--- config.mk ---
export PLATFORM = sky130hd
export DESIGN_NAME = pipeline_wb_stage5
export DESIGN_NICKNAME = d
export VERILOG_FILES = /design/src/rtl/pipeline_wb_stage5.sv
export SDC_FILE = /design/constraint.sdc
export NUM_CORES = 1
export LEC_CHECK = 0
export ABC_AREA = 1
export CAP_MARGIN = 20
export CORE_AREA = 2 2 160 162
export DETAILED_ROUTE_END_ITERATION = 6
export DIE_AREA = 0 0 162 164
export GPL_TIMING_DRIVEN = 1
export HOLD_SLACK_MARGIN = 0.03
export PLACE_DENSITY = 0.76
export SLEW_MARGIN = 5
export SYNTH_ARGS = -nofsm -noshare
export SYNTH_HDL_FRONTEND = slang
export SYNTH_SLANG_ARGS = --single-unit
--- constraint.sdc ---
create_clock -name clk -period 2.6 [get_ports clk]
set_input_delay 0.39 -clock clk [delete_from_list [all_inputs] [get_ports clk]]
set_output_delay 0.39 -clock clk [all_outputs]
set_load 0.01 [all_outputs]
--- src/rtl/pipeline_wb_stage5.sv ---
// Write-back stage of the 5-stage RV64 pipeline: load extraction, source select, RF write port / forwarding.
// Optional retired-instruction counter enabled by defining WB_RETIRE_CNT_EN.
module pipeline_wb_stage5 #(
  parameter int XLEN = 64
) (
  input  logic            clk,
  input  logic            reset,
  input  logic            stall,
  input  logic            flush,
  input  logic            valid_MEM,
  input  logic [XLEN-1:0] pc_MEM,
  input  logic [4:0]      rd_MEM,
  input  logic            rf_wr_en_MEM,
  input  logic [1:0]      rf_wr_sel_MEM,
  input  logic [2:0]      dm_rd_ctrl_MEM,
  input  logic [XLEN-1:0] alu_result_MEM,
  input  logic [XLEN-1:0] imm_MEM,
  input  logic [XLEN-1:0] dm_rdata_MEM,
  output logic            valid_WB,
  output logic [XLEN-1:0] pc_WB,
  output logic            rf_wr_en_WB,
  output logic [4:0]      rd_WB,
  output logic [XLEN-1:0] rf_wr_data_WB
`ifdef WB_RETIRE_CNT_EN
  ,
  output logic [XLEN-1:0] retire_cnt
`endif
);

  localparam logic [2:0] LD_NONE = 3'd0;
  localparam logic [2:0] LD_LB   = 3'd1;
  localparam logic [2:0] LD_LBU  = 3'd2;
  localparam logic [2:0] LD_LH   = 3'd3;
  localparam logic [2:0] LD_LHU  = 3'd4;
  localparam logic [2:0] LD_LW   = 3'd5;
  localparam logic [2:0] LD_LWU  = 3'd6;
  localparam logic [2:0] LD_LD   = 3'd7;

  localparam logic [1:0] SEL_ALU = 2'b00;
  localparam logic [1:0] SEL_PC4 = 2'b01;
  localparam logic [1:0] SEL_LD  = 2'b10;
  localparam logic [1:0] SEL_IMM = 2'b11;

  // Alignment is forced by dropping the low address bits; misalignment is not flagged.
  function automatic logic [XLEN-1:0] extract_load(input logic [2:0]      ctrl,
                                                   input logic [2:0]      addr,
                                                   input logic [XLEN-1:0] dword);
    logic signed [7:0]  b;
    logic signed [15:0] h;
    logic signed [31:0] w;
    logic [XLEN-1:0]    res;
    b = dword[{addr, 3'b000} +: 8];
    h = dword[{addr[2:1], 4'b0000} +: 16];
    w = dword[{addr[2], 5'b00000} +: 32];
    case (ctrl)
      LD_LB:   res = XLEN'(b);
      LD_LBU:  res = XLEN'($unsigned(b));
      LD_LH:   res = XLEN'(h);
      LD_LHU:  res = XLEN'($unsigned(h));
      LD_LW:   res = XLEN'(w);
      LD_LWU:  res = XLEN'($unsigned(w));
      LD_LD:   res = dword;
      LD_NONE: res = '0;
      default: res = '0;
    endcase
    return res;
  endfunction

  function automatic logic [XLEN-1:0] select_wdata(input logic [1:0]      sel,
                                                   input logic [XLEN-1:0] alu,
                                                   input logic [XLEN-1:0] pc,
                                                   input logic [XLEN-1:0] load,
                                                   input logic [XLEN-1:0] imm);
    logic [XLEN-1:0] res;
    case (sel)
      SEL_ALU: res = alu;
      SEL_PC4: res = pc + XLEN'(4);
      SEL_LD:  res = load;
      SEL_IMM: res = imm;
      default: res = alu;
    endcase
    return res;
  endfunction

  logic [XLEN-1:0] load_data_p0;
  logic [XLEN-1:0] wr_data_p0;
  logic            wr_en_p0;
  logic            capture;

  assign load_data_p0 = extract_load(dm_rd_ctrl_MEM, alu_result_MEM[2:0], dm_rdata_MEM);
  assign wr_data_p0   = select_wdata(rf_wr_sel_MEM, alu_result_MEM, pc_MEM, load_data_p0, imm_MEM);
  assign wr_en_p0     = rf_wr_en_MEM & valid_MEM & (rd_MEM != 5'd0);
  assign capture      = !flush && !stall;

  // MEM -> WB register boundary
  always_ff @(posedge clk) begin
    if (reset || flush) begin
      valid_WB      <= 1'b0;
      pc_WB         <= '0;
      rf_wr_en_WB   <= 1'b0;
      rd_WB         <= '0;
      rf_wr_data_WB <= '0;
    end else if (!stall) begin
      valid_WB      <= valid_MEM;
      pc_WB         <= pc_MEM;
      rf_wr_en_WB   <= wr_en_p0;
      rd_WB         <= rd_MEM;
      rf_wr_data_WB <= wr_data_p0;
    end
  end

`ifdef WB_RETIRE_CNT_EN
  logic [XLEN-1:0] retire_cnt_q;

  // Counts only edges that actually capture a real instruction; wraps naturally.
  always_ff @(posedge clk) begin
    if (reset) begin
      retire_cnt_q <= '0;
    end else if (capture && valid_MEM) begin
      retire_cnt_q <= retire_cnt_q + XLEN'(1);
    end
  end

  assign retire_cnt = retire_cnt_q;
`else
  logic unused_capture;
  assign unused_capture = capture;
`endif

endmodule
---- Word level (Yosys, flattened, before mapping) ----
Index checks and enable logic that the tools add are counted.
operators by class
  equality and inequality tests ........... 10
  add/subtract/negate cells ............... 1
  bitwise gates (word level) .............. 2
  shifts and indexed selects .............. 3
  reduce and logical (&&, ||, !) cells .... 4
  mux-type cells .......................... 2
operators with widths
  operator                 count
  $pmux W64 S8             1
  $pmux W64 S4             1
  $add A64 B3 Y64 const B  1
  $shiftx A64 B7 Y16       1
  $shiftx A64 B7 Y32       1
  $shiftx A64 B7 Y8        1
  $eq A3 B3 Y1 const B     4
  $eq A3 B2 Y1 const B     2
  $reduce_bool A5 Y1       1
  $eq A2 B2 Y1 const B     2
  $eq A3 B1 Y1 const B     1
  $logic_not A3 Y1         1
  $and A1 B1 Y1            2
  $eq A2 B1 Y1 const B     1
  $logic_not A2 Y1         1
  $logic_or A1 B1 Y1       1
word-level totals
  input port bits ......................... 272
  logic and storage cells ................. 27
  bits in registers ....................... 135
  output and inout port bits .............. 135

---- Depth between registers and ports, before layout ----
Gate-level depths: netlist (run 1).
  word-level depth ........................ 3
  mapped depth ............................ 14
  gate-level depth less buffers ........... 13

---- Worst setup path before layout (run 1) ----
Ideal clock, no wire load.
  path type ............................... input -> register
  from .................................... input port pc_MEM[2]
  to ...................................... register rf_wr_data_WB[58]
  path buffers ............................ 0
  library setup time ...................... 0.117 ns
  cell stages on the path ................. 12
  arrival time ............................ 1.594 ns
  data required time ...................... 2.483 ns
  slack ................................... 0.889 ns
  path through ............................ ha_1 > nand2_1 > nor2_4 > nand2_1 > inv_1 > nand2_1 > nor2_1 > nand2_1 > nand3_1 > nand3_1 > nor2_1 > nor2_1
between the ends
  word-level cells in the longest chain between the ends .. 2
RTL lines
  item                  RTL line  RTL
  start, declared       11        input logic [XLEN-1:0] pc_MEM,
  $add A64 B3 Y64       77        SEL_PC4: res = pc + XLEN'(4);
  $pmux W64 S4          75        case (sel)
  end signal, assigned  108       rf_wr_data_WB <= wr_data_p0;
  end, declared         23        output logic [XLEN-1:0] rf_wr_data_WB
No other way between the ends.
A chain may end at the register's enable or synchronous reset.

---- Worst setup path in the final report (run 1) ----
  from .................................... input port pc_MEM[4]
  to ...................................... register rf_wr_data_WB[23]
Same word-level chain as after synthesis.

==> results of run 1 <==
==> sequential cells by signal (all words and copies together) (netlist names) <==
| name | count |
|---|---|
| rf_wr_en_WB | 1 |
| valid_WB | 1 |
| rd_WB | 5 |
| rf_wr_data_WB | 64 |
| pc_WB | 64 |
==> through the flow <==
step	util [%]	cell area, um^2	cells	TNS, ns
5_1_grt	65.12	16160	2719	0
6_report	65.13	16160	2720	0
3_3_place_gp	62.95	15620	2689	-0.4505
2_1_floorplan	-	10630	1952	0
3_5_place_dp	62.95	15620	2689	-0.6100
4_1_cts	65.11	16160	2719	0
==> power by group through the flow <==
stage | sequential (mW) | combinational (mW) | clock, mW
2_1_floorplan | 2.28 | 0.781 | 0
3_3_place_gp | 2.26 | 1.97 | 0
3_5_place_dp | 2.26 | 1.98 | 0
4_1_cts | 2.22 | 1.99 | 2.34
5_1_grt | 2.22 | 2.17 | 2.42
6_report | 2.22 | 2.05 | 2.36
==> per-layer routing <==
| metal | wire length, um | vias to the layer above | GRT usage, % |
|---|---|---|---|
| li1 | - | 7172 | - |
| met1 | 23950 | 7061 | 59.39 |
| met2 | 25990 | 1286 | 68.76 |
| met3 | 7994 | 216 | 10.98 |
| met4 | 3490 | 0 | 22.53 |
| met5 | 0 | - | 0 |
==> placed cells by master (no fill, tap or decap), types with 2 or more instances in the layout <==
| cell type | count |
|---|---|
| a21oi_1 | 139 |
| a221oi_1 | 6 |
| a22oi_1 | 3 |
| a31oi_1 | 5 |
| buf_12 | 12 |
| buf_4 | 95 |
| clkbuf_16 | 17 |
| clkdlybuf4s50_1 | 405 |
| clkinv_2 | 3 |
| clkinvlp_4 | 6 |
| dfxtp_1 | 135 |
| inv_1 | 187 |
| inv_2 | 12 |
| inv_6 | 2 |
| nand2_1 | 623 |
| nand2_2 | 11 |
| nand3_1 | 207 |
| nand3_2 | 2 |
| nand4_1 | 49 |
| nor2_1 | 250 |
| nor2_2 | 7 |
| nor2_4 | 6 |
| nor3_1 | 7 |
| o211ai_1 | 14 |
| o21ai_0 | 147 |
| o21ai_1 | 9 |
| o21bai_1 | 15 |
| or2_2 | 8 |
==> worst max-delay path, stage by stage <==
cell and delay (ns):
clkdlybuf4s50_1 0.64, nand2_1 0.13, nor2_2 0.27, nand2_2 0.20, nor2_4 0.30, nand3_1 0.11
nand3_1 0.17, nand2_1 0.17, nor2_1 0.26, a31oi_1 0.16
==> path summary, 6_finish.rpt <==
path | start | to | slack, ns | depth (start not counted)
worst max-delay path | pc_MEM[4] | rf_wr_data_WB[23]$_SDFFE_PP0N_ | 0.07 | 10
worst min-delay path | stall | pc_WB[54]$_SDFFE_PP0N_ | 0.37 | 3
worst max register to register | rf_wr_data_WB[24]$_SDFFE_PP0N_ | rf_wr_data_WB[24]$_SDFFE_PP0N_ | 1.77 | 2
worst min register to register | pc_WB[53]$_SDFFE_PP0N_ | pc_WB[53]$_SDFFE_PP0N_ | 0.46 | 2
==> synthesized netlist by cell type (all sizes together) (3+ instances only) <==
cell    instances  area (um^2)
nand2         634         2405
nor2          263         1025
nand3         209         1056
inv           200        750.7
o21ai         156        780.8
a21oi         140        711.9
dfxtp         135         2703
clkbuf         65        244.0
nand4          49        306.5
buf            41        220.2
o21bai         15        112.6
o211ai         14        105.1
or2             8        50.05
nor3            7        35.03
a221oi          6        52.55
a31oi           5        31.28
a22oi           3        22.52
==> layout make-up <==
class	instances	area share, %
Clock inverter	12	0.6657
Multi-Input combinational cell	1511	41.71
Sequential cell	135	16.72
Antenna cell	1	0.01548
Timing Repair Buffer	513	31.01
Tap cell	330	2.554
Inverter	200	4.675
Clock buffer	18	2.655
==> repair_timing <==
item / in CTS / in global routing
setup endpoints to repair: 0 / 1
hold buffers: 0 / 0
buffers inserted: 0 / 0
gates resized for setup: 0 / 1
==> cells by family after synthesis <==
| family | count (synthesis) | synth area share [%] |
|---|---|---|
| and+or+nand+nor | 1170 | 45.87 |
| buffers and inverters | 306 | 11.43 |
| DFF | 135 | 25.42 |
| adders and majority gates | 1 | 0.1177 |
| AOI/OAI and AO/OA | 340 | 17.16 |
==> out/metrics.csv, run 1 <==
stage,metric,value,unit
power,p_clk_share,35.5,%
floorplanning,die_height,164,um
global_routing,grt_pass1_wl,89390,um
global_routing,grtUsageTotal,45.07,%
global_routing,grt_max_degree,86,
place,dp_slack,-0.2132,ns
timing,finalHoldViolations,0,
place,place.gp.congestion,1.061,
setup_path,crit_type,in2reg,
logic_synthesis,yosys_most_used_dff,dfxtp_1,
timing,rsz0062_at_grt,false,
setup_path,start_kind,input port,
final_layout,multiInputGateArea,6741,um^2
logic_synthesis,synth_seq_area_share,25.42,%
timing,worstMarginPinSlew,0.6893,ns
clock_network,htreeDepth,4,
final_layout,seq_area,2703,um^2
power,p_total,6.626,mW
final_layout,area_delta_synth_final,52.04,%
timing,finalMaxSlewViolations,0,
floorplanning,ios,407,
drt,wirelength,61430,um
power,p_int,4.357,mW
timing,layout_worst_path_cycle_share,97.49,%
floorplanning,initial_core_util,42.84,%
setup_path,cp_data_arrival_time,2.82,ns
clock_network,cts_root_buffer,clkbuf_16,
logic_synthesis,synth.avg_cell_area,5.446,um^2
clock_network,clk_latency,0.42,ns
power,switchingPower,2.269,mW
timing,skew,0,ns
power,p_leak,7.208,nW
logic_synthesis,syn-instance-count,1952,
final_layout,drive_gt1_share,7.744,%
final_layout,nNetsFinal,2651,
run_status,outcome,finished clean,
job,maxCapViolations,0,
worst_hold_path,hold_class,in2reg,
setup_path,worstPathRequired,2.89,ns
drt,ant_nets,0,
timing,holdWs,0.3703,ns
logic_synthesis,synth_edf_count,0,
clock_network,clock_sinks,135,
timing,max_freq,394.5,MHz
drt,wl_per_cell,22.58,um
global_routing,grt-ovfl-total,0,
logic_synthesis,synth_area,10630,um^2
logic_synthesis,async_flop_share,0,%
final_layout,fillers,2255,
global_routing,grt_pass1_vias,14466,
power,pwr-share-comb,31.0,%
drt,drtPass1Iterations,6,
setup_path,critPathMaxFanout,6,
place,dp_hpwl,49430,um
power,p_seq_share,33.5,%
global_routing,antenna_found_initial,2,
logic_synthesis,synth_cell_types,29,
clock_network,clkTransAtPathRegs,0.07,ns
setup_path,cp-end-kind,register,
floorplanning,die_area,26570,um^2
logic_synthesis,yosysWarnings,0,
timing,setup_ws,0.06522,ns
timing,slew-limit-headroom,53.98,%
clock_network,cts_max_path_buffers,2,
power,switching_share,34.25,%
power,irDropWorstVdd,0.3305,mV
floorplanning,die_w,162,um
drt,via_per_inst,5.785,
drt,vias,15735,
power,power_density,409.9,nW/um^2
place,io_buffers,406,
floorplanning,row_count,58,
drt,drt_iter0_markers,2572,
logic_synthesis,yosys_register_bits,135,
timing,setup-violations-final,0,
logic_synthesis,synth_nets,2225,
timing,fin_crit,2.535,ns
clock_network,numCtsBuffers,17,
clock_network,tritoncts,yes,
drt,route.detailed.drc,0,
floorplanning,core,24820,um^2
Note: power is estimated with default switching activity, not from simulation.
==> run 2: changes to the inputs <==
--- a/config.mk
+++ b/config.mk
@@ -13,7 +13,6 @@
 export GPL_TIMING_DRIVEN = 1
 export HOLD_SLACK_MARGIN = 0.03
 export PLACE_DENSITY = 0.76
-export SLEW_MARGIN = 5
 export SYNTH_ARGS = -nofsm -noshare
 export SYNTH_HDL_FRONTEND = slang
 export SYNTH_SLANG_ARGS = --single-unit
==> results of run 2 <==
The final DEF is identical to that of run 1; final timing and power are the same.
